[config.mk]
export PLATFORM = sky130hd
export DESIGN_NAME = instr_fetch_unit
export DESIGN_NICKNAME = d
export VERILOG_FILES = /design/src/rtl/instr_fetch_unit.sv
export SDC_FILE = /design/constraint.sdc
export NUM_CORES = 1
export LEC_CHECK = 0
export CAP_MARGIN = 20
export CORE_ASPECT_RATIO = 2
export CORE_UTILIZATION = 44
export DETAILED_ROUTE_END_ITERATION = 6
export PLACE_DENSITY_LB_ADDON = 0.2
export SLEW_MARGIN = 10
export SYNTH_ARGS = -nofsm -noshare
export SYNTH_HDL_FRONTEND = slang
export SYNTH_SLANG_ARGS = --single-unit
[constraint.sdc]
create_clock -name CLK -period 4.1 [get_ports CLK]
set_input_delay 0.41 -clock CLK [delete_from_list [all_inputs] [get_ports CLK]]
set_output_delay 0.41 -clock CLK [all_outputs]
set_load 0.02 [all_outputs]
[src/rtl/instr_fetch_unit.sv]
// Instruction fetch front end: owns the PC, runs the iREN/ihit fetch handshake and computes next PC.
// Latency: ihit in cycle n presents the instruction in cycle n+1; decode holds it until instr_done.
module instr_fetch_unit #(
   parameter logic [31:0] PC_INIT = 32'h0000_0000,
   parameter int          CNT_W   = 32
) (
   input  logic             CLK,
   input  logic             RST,
   input  logic             ihit,
   input  logic [31:0]      imemload,
   output logic             iREN,
   output logic [31:0]      imemaddr,
   output logic             instr_valid,
   output logic [5:0]       opcode,
   output logic [5:0]       funct,
   output logic [4:0]       rs,
   output logic [4:0]       rt,
   output logic [4:0]       rd,
   output logic [4:0]       shamt,
   output logic [15:0]      imm,
   output logic [31:0]      pc_plus4,
   input  logic             instr_done,
   input  logic [1:0]       PC_src,
   input  logic             bra,
   input  logic             zero,
   input  logic [31:0]      jr_addr,
   input  logic             halt,
   output logic             halted,
   output logic [CNT_W-1:0] retired,
   output logic [CNT_W-1:0] fetch_wait
);

   typedef enum logic [1:0] {
      S_FETCH  = 2'd0,
      S_EXEC   = 2'd1,
      S_HALTED = 2'd2
   } state_t;

   state_t           r_state;
   state_t           w_next_state;
   logic [31:0]      r_pc;
   logic [31:0]      r_instr;
   logic [CNT_W-1:0] r_retired;
   logic [CNT_W-1:0] r_fetch_wait;

   logic             w_ld_instr;
   logic             w_wait_inc;
   logic             w_retire;
   logic [31:0]      w_pc_plus4;
   logic [31:0]      w_br_off;
   logic [31:0]      w_br_target;
   logic             w_taken;
   logic [31:0]      w_next_pc;

   always_ff @(posedge CLK or posedge RST) begin
      if (RST) begin
         r_state <= S_FETCH;
      end else begin
         r_state <= w_next_state;
      end
   end

   always_comb begin
      w_next_state = r_state;
      iREN         = 1'b0;
      instr_valid  = 1'b0;
      halted       = 1'b0;
      w_ld_instr   = 1'b0;
      w_wait_inc   = 1'b0;
      w_retire     = 1'b0;
      case (r_state)
         S_FETCH: begin
            iREN = 1'b1;
            if (ihit) begin
               w_ld_instr   = 1'b1;
               w_next_state = S_EXEC;
            end else begin
               w_wait_inc = 1'b1;
            end
         end
         S_EXEC: begin
            instr_valid = 1'b1;
            if (instr_done) begin
               if (halt) begin
                  w_next_state = S_HALTED;
               end else begin
                  w_retire     = 1'b1;
                  w_next_state = S_FETCH;
               end
            end
         end
         S_HALTED: begin
            halted = 1'b1;
         end
         default: begin
            w_next_state = S_FETCH;
         end
      endcase
   end

   // Branch offset is taken from the latched instruction, so it is only meaningful in EXEC.
   always_comb begin
      w_pc_plus4  = r_pc + 32'd4;
      w_br_off    = {{14{r_instr[15]}}, r_instr[15:0], 2'b00};
      w_br_target = w_pc_plus4 + w_br_off;
      w_taken     = zero ^ bra;
      case (PC_src)
         2'b00:   w_next_pc = w_pc_plus4;
         2'b01:   w_next_pc = w_taken ? w_br_target : w_pc_plus4;
         2'b10:   w_next_pc = {w_pc_plus4[31:28], r_instr[25:0], 2'b00};
         default: w_next_pc = {jr_addr[31:2], 2'b00};
      endcase
   end

   always_ff @(posedge CLK or posedge RST) begin
      if (RST) begin
         r_pc         <= PC_INIT;
         r_instr      <= 32'd0;
         r_retired    <= '0;
         r_fetch_wait <= '0;
      end else begin
         if (w_ld_instr) begin
            r_instr <= imemload;
         end
         if (w_wait_inc && (r_fetch_wait != {CNT_W{1'b1}})) begin
            r_fetch_wait <= r_fetch_wait + CNT_W'(1);
         end
         if (w_retire) begin
            r_pc      <= w_next_pc;
            r_retired <= r_retired + CNT_W'(1);
         end
      end
   end

   assign imemaddr   = r_pc;
   assign pc_plus4   = w_pc_plus4;
   assign opcode     = r_instr[31:26];
   assign rs         = r_instr[25:21];
   assign rt         = r_instr[20:16];
   assign rd         = r_instr[15:11];
   assign shamt      = r_instr[10:6];
   assign funct      = r_instr[5:0];
   assign imm        = r_instr[15:0];
   assign retired    = r_retired;
   assign fetch_wait = r_fetch_wait;

endmodule

==> results of run 1 <==
## critical path, cell delays in order (launching register included)
cell and delay, ps:
dfrtp_1 420, ha_2 240, nand4_2 200, nor3_1 230
buf_4 190, nand2_1 100, xnor2_2 260, ha_1 360
a21oi_1 160, o21ai_0 190, a221o_1 380, nor3b_1 180
a21bo_2 260, a2111oi_2 350, a2bb2oi_1 200, nor2_1 50
## placed cells by master (no fill, tap or decap), types with 15 or more instances in the layout
| master | Yosys | final |
|---|---|---|
| a21oi_1 | 49 | 49 |
| and3_1 | 15 | 15 |
| buf_4 | 20 | 41 |
| clkbuf_16 | 0 | 17 |
| clkdlybuf4s50_1 | 0 | 245 |
| dfrtp_1 | 128 | 126 |
| ha_1 | 33 | 32 |
| inv_1 | 22 | 21 |
| mux2_2 | 47 | 47 |
| nand2_1 | 90 | 90 |
| nand3_1 | 39 | 39 |
| nand4_1 | 23 | 23 |
| nor2_1 | 59 | 59 |
| o21ai_0 | 46 | 46 |
| o22ai_1 | 18 | 18 |
| xnor2_1 | 75 | 70 |
| xor2_1 | 32 | 31 |
## cell families (layout without fill, tap and decap cells)
kind of cell / Yosys count / in the layout
AOI/OAI and AO/OA: 200 / 200
xor gates and xnor gates: 108 / 108
adders and majority gates: 34 / 34
buffers and inverters: 76 / 341
DFF: 128 / 128
muxes: 55 / 55
other: 1 / 4
and+or+nand+nor: 315 / 315
## metrics by stage
step	util [%]	TNS, ps	hold WS [ps]	cell area (um^2)
4_1_cts	63.5	0	477	12000
5_1_grt	63.8	-51.8	501	12100
3_5_place_dp	60.3	0	457	11400
6_report	63.8	0	472	12100
2_1_floorplan	-	0	508	8610
3_3_place_gp	60.3	0	467	11400
## flip-flops by register name (all words and copies together), names as in the netlist
signal	cells
r_instr	32
imemaddr	30
fetch_wait	32
r_state	2
retired	32
## power breakdown
part / leakage [nW] / internal (mW) / switching (mW)
Combinational: 3.08 / 2.69 / 3.08
Sequential: 1.63 / 1.62 / 0.496
Clock: 0.291 / 1.02 / 0.579
## worst max-delay path by stage
stage                           start            to  slack, ps
after floorplan           imemaddr[7]  imemaddr[31]         30
after CTS                 imemaddr[2]  imemaddr[31]         70
after detailed placement  imemaddr[2]  imemaddr[31]        110
after global placement    imemaddr[5]  imemaddr[21]         90
after global routing      imemaddr[2]  imemaddr[31]        -50
final                     imemaddr[2]  imemaddr[31]        200
## synth_stat cells, types with 13 or more instances
| cell | count | area share [%] |
|---|---|---|
| nand2_1 | 90 | 3.9 |
| inv_1 | 22 | 0.96 |
| xnor2_1 | 75 | 7.7 |
| ha_1 | 33 | 4.8 |
| mux2_2 | 47 | 6.2 |
| nand4_1 | 23 | 1.7 |
| clkbuf_1 | 24 | 1.1 |
| nand3_1 | 39 | 2.3 |
| nor3_1 | 13 | 0.76 |
| nor2_1 | 59 | 2.6 |
| dfrtp_1 | 128 | 37 |
| o22ai_1 | 18 | 1.3 |
| buf_4 | 20 | 1.8 |
| o21ai_0 | 46 | 2.7 |
| xor2_1 | 32 | 3.3 |
| and3_1 | 15 | 1.1 |
| a21oi_1 | 49 | 2.9 |
## final cells by class
| type | instances | share of cell area [%] |
|---|---|---|
| multi-input cells | 716 | 41.9 |
| well taps | 255 | 2.64 |
| inverters | 22 | 0.705 |
| clock buffers | 23 | 4.05 |
| flip-flops and latches | 128 | 26.6 |
| clock inverters | 9 | 1.08 |
| repair buffers | 287 | 23.0 |
## layer usage
layer  track usage, %  vias to the layer above
li1                 -                     3817
met1             28.9                     3954
met2             54.1                      319
met3             5.91                       84
met4             18.6                        0
met5                0                        -
==> parameters.txt, run 1 <==
Parameter                              Value

Status
  Outcome    finished clean

Synth
  EDFF count, synth    0
  Number of different library cells in the post-synthesis netlist    84
  Sequential area share after synthesis    37.4%
  Parity-gate share of the synthesized area counting xor and xnor cells    11.1%
  Proportion of synthesized area in mux cells    7.12%
  Mean area per synthesized cell    9.33 um^2
  Fraction of the mapped netlist area in adder cells    5.06%
  Register bit total from synthesis    128
  Fraction of the mapped netlist area in simple logic gates    19.4%
  Total of warnings raised by yosys    0
  Share of async-settable or async-resettable flops after synthesis    100%
  Post-synthesis instance total    917
  Main flop type after synthesis    dfrtp_1
  Post-synthesis compound-gate area fraction    15.1%
  Largest family of logic cells by synthesized area    simple AND/OR/NAND/NOR gates
  Mapped cell area    8560 um^2

STA
  Setup violation total in the final timing report    0
  Fraction of the cycle the final worst path needs    95.0%
  Final Critical Period    3900 ps
  Worst max-slew margin expressed relative to the limit    35.8%
  Slew Viols, Final    0
  RSZ-0062 raised after global routing    yes
  Final worst setup slack    205 ps
  Maximum clock rate    0.257 GHz
  Worst Clk Skew    6.54 ps
  Count of endpoints failing hold in the final timing report    0
  Slew at the pin closest to its max-slew limit    963 ps

Die
  Initial Utilization    45.2%
  Top-level I/O count    252
  Horizontal die dimension    101 um
  # rows    71
  Placeable core region    18900 um^2
  Height of the chip    199 um
  DIE AREA    20000 um^2

Hold path
  Hold WC Path Type    flop to flop
  Worst Hold End    retired[31]
  HP Start    retired[31]
  Hold Path Cell Cnt    1

Clock tree
  Root Buffer    clkbuf_16
  Clock insertion delay at the later pin of the skew report    420 ps
  Post-cts sizing count    0
  Setup repair bufs after CTS    0
  Buffers from clock root to sink, at most    2
  TritonCTS clock tree    built
  Clock-pin slew on the worst setup and hold paths    60 ps
  Clock H-tree levels    4
  TritonCTS Buffers    17
  Post-CTS Hold Fix Bufs    0
  Clock net sink count    128

Global routing
  Global-route usage over all layers    29.2%
  Wire length of the first global-routing pass    44100 um
  Via count of the first global-routing pass    8338
  Number of antenna violations at the first check in global routing    0
  Overflow left after global routing    0
  Maximum number of pins on one net before global-route repair    129

Pwr
  Total power of the final layout    9.49 mW
  Pwr per Cell Area    787 nW/um^2
  Static leakage    5.01 nW
  IR drop worst, VDD    0.000479 V

Setup path
  Largest fanout of any net on the critical path    6
  FF-to-FF End    imemaddr[31]
  Kind of end point of the critical path    flop
  Logic depth of the worst register-to-register path    15
  Register-to-register path setup slack    200 ps
  Reg2Reg Launch Point    imemaddr[2]
  Required arrival time at the worst endpoint    4400 ps
  Class of the most critical setup path    flop to flop
  Critical path launch point type    flop
  Worst Path Arrival    4200 ps

Finish
  Fillcell total    1643
  Antenna Cells    0
  Multi-input gate area in the final layout    5050 um^2
  Share of layout cells above drive strength 1    14.0%
  Flip-flop and latch area    3210 um^2
  Net count reported at finish    1279
  Area delta synth->final    40.9%
  Final cell count without fillers    1440

Place
  Final estimated routing congestion in global placement    0.925
  Total instance count after detailed placement    1408
  Worst slack after detailed placement    111 ps
  Sum of net half-perimeters after detailed placement    21500 um
  Count of buffers inserted at the top-level ports    245

Run
  Max-cap violation count    0

Route
  Total wire length after detailed routing    28800 um
  M1 wire length    9990 um
  DRT iter0 DRCs    320
  Routed wire length on met2    15700 um
  Length of the first detailed-routing pass in iterations    5
  Number of DRC violations after detailed routing    0
  Via-to-Cell Ratio    5.68
  Topmost layer with routed signal wires    met4
  Routed wire length per instance    20.0 um
  Total vias in the final route    8174
  Number of nets with antenna violations after routing    0
  WL met3    1590 um
No activity file was read; power rests on OpenSTA's default activity.
==> run 2: changes to the inputs <==
Settings changed: CAP_MARGIN 20 to not set, REMOVE_ABC_BUFFERS set to 1.
==> parameters.txt, run 2 (same netlist as run 1, synthesis figures left out) <==
Parameter                              Value

Finish
  Multi-input gate area in the final layout    5020 um^2
  Top library cells by usage in the layout, fill and taps aside    clkdlybuf4s50_1 (245), dfrtp_1 (124), nand2_1 (90), xnor2_1 (75), nor2_1 (59)
  Share of layout cells above drive strength 1    14.6%
  Finished layout cell area    12100 um^2
  Antenna Cells    0
  Area delta synth->final    41.5%
  Net count reported at finish    1289
  Fillcell total    1664
  Most common cell after layout, fill and taps aside    clkdlybuf4s50_1
  Flip-flop and latch area    3210 um^2
  Post-layout util    64.0%

Die
  Top-level I/O count    252
  Horizontal die dimension    101 um
  Height of the chip    199 um
  # rows    71
  Initial Utilization    45.2%
  Placeable core region    18900 um^2
  DIE AREA    20000 um^2

Route
  Total vias in the final route    8203
  Total wire length after detailed routing    28400 um
  DRT iter0 DRCs    296
  Via-to-Cell Ratio    5.66
  Length of the first detailed-routing pass in iterations    5
  Number of nets with antenna violations after routing    0
  Routed wire length per instance    19.6 um
  Number of DRC violations after detailed routing    0

STA
  Maximum clock rate    0.259 GHz
  Worst hold margin    474 ps
  Slew Viols, Final    0
  RSZ-0062 raised after global routing    no
  Final Critical Period    3850 ps
  Count of endpoints failing hold in the final timing report    0
  Worst max-slew margin expressed relative to the limit    31.9%
  Slew at the pin closest to its max-slew limit    1020 ps
  Fraction of the cycle the final worst path needs    94.0%
  Final worst setup slack    246 ps
  Setup violation total in the final timing report    0
  Worst Clk Skew    7.98 ps

Place
  Count of buffers inserted at the top-level ports    245
  Final estimated routing congestion in global placement    0.988
  Worst slack after detailed placement    -0.804 ps
  Total cell area at the placement stage    11400 um^2
  Sum of net half-perimeters after detailed placement    21500 um

Clock tree
  Clock-pin slew on the worst setup and hold paths    60 ps
  Clock insertion delay at the later pin of the skew report    430 ps
  Clock H-tree levels    4
  Root Buffer    clkbuf_16
  Clock net sink count    128
  Setup repair bufs after CTS    0
  TritonCTS clock tree    built
  Buffers from clock root to sink, at most    2
  TritonCTS Buffers    17

Pwr
  Psw    4.21 mW
  Pwr per Cell Area    791 nW/um^2
  Static leakage    5.02 nW
  Total power of the final layout    9.58 mW
  IR drop worst, VDD    0.000487 V
  Proportion of power drawn by the clock network    17.2%
  Switching Fraction    43.9%
  Sequential Power Share    22.1%
  Part of the power in combinational logic    60.7%
  Internal portion of total power    5.37 mW

Setup path
  Class of the most critical setup path    flop to flop
  Logic depth of the worst register-to-register path    15
  Required arrival time at the worst endpoint    4420 ps
  Critical path launch point type    flop
  Kind of end point of the critical path    flop
  Launching instance or port of the critical path    imemaddr[10]
  Largest fanout of any net on the critical path    6
  Reg2Reg Launch Point    imemaddr[10]
  Register-to-register path setup slack    250 ps
  Worst Path Arrival    4170 ps
  Crit path to    imemaddr[31]
  FF-to-FF End    imemaddr[31]

Run
  Max-cap violation count    0

Status
  Outcome    finished clean

Global routing
  Wire length of the first global-routing pass    43400 um
  Maximum number of pins on one net before global-route repair    110
  Number of antenna violations at the first check in global routing    0
  Global-route usage over all layers    29.0%
  Overflow left after global routing    0
  Via count of the first global-routing pass    8253

Hold path
  Hold WC Path Type    flop to flop
[run 2: cell count changes in the layout (fill, tap and decap cells not counted), moves of 3 or more]
cell      before  now
inv_6          0    4
clkinv_4       0    3
buf_4         41   52
xnor2_2        5    0
xnor2_1       70   75
clkbuf_8       4    0
[run 2: power groups by stage]
stage | logic, mW | clock network (mW) | registers (mW)
after floorplan | 2.86 | 0 | 2.56
after global placement | 5.70 | 0 | 2.11
after detailed placement | 5.75 | 0 | 2.13
after CTS | 5.78 | 1.68 | 2.11
after global routing | 6.23 | 1.73 | 2.18
final | 5.81 | 1.65 | 2.12
[run 2: stage by stage]
step	TNS, ps	std cells
floorplan	-118	866
global placement	0	1418
detailed placement	-0.804	1418
CTS	0	1450
global route	0	1450
finish	0	1450
[run 2: metal layers]
layer | GRT usage (%) | wire length, um
met5 | 0 | 0
met4 | 18.7 | 1580
met3 | 6.40 | 1620
met2 | 54.8 | 15800
met1 | 27.5 | 9450
[run 2: repair_timing]
item	CTS	global route
hold buffers	0	0
pin swaps	0	1
gates resized for setup	1	12
endpoints found under the setup margin	1	3
[run 2: cell type report]
class,instances,area share [%]
inverter,22,0.723
sequential,128,26.5
timing repair buffer,297,23.5
clock buffer,17,3.51
tap,255,2.63
clock inverter,15,1.72
multi-input combinational,716,41.4
[run 2: worst min path at each step]
stage                start           to  slack, ps  depth (start not counted)
6_report       retired[31]  retired[31]        470                          1
5_1_grt        retired[31]  retired[31]        490                          1
4_1_cts        retired[31]  retired[31]        480                          1
3_5_place_dp   retired[31]  retired[31]        460                          1
3_3_place_gp   retired[31]  retired[31]        470                          1
2_1_floorplan   instr_done   r_state[0]        510                          1
[run 2: critical path, stage by stage, from the launching register on]
cell,delay [ps]
dfrtp_1,450
nand2_1,150
or3_4,390
nor3_2,290
nand4_1,160
xnor2_1,260
ha_1,310
a21oi_2,190
o21bai_1,100
a21oi_1,210
nor3b_1,190
a21bo_2,250
a2111oi_1,390
buf_4,190
a2bb2oi_1,160
nor2_1,60
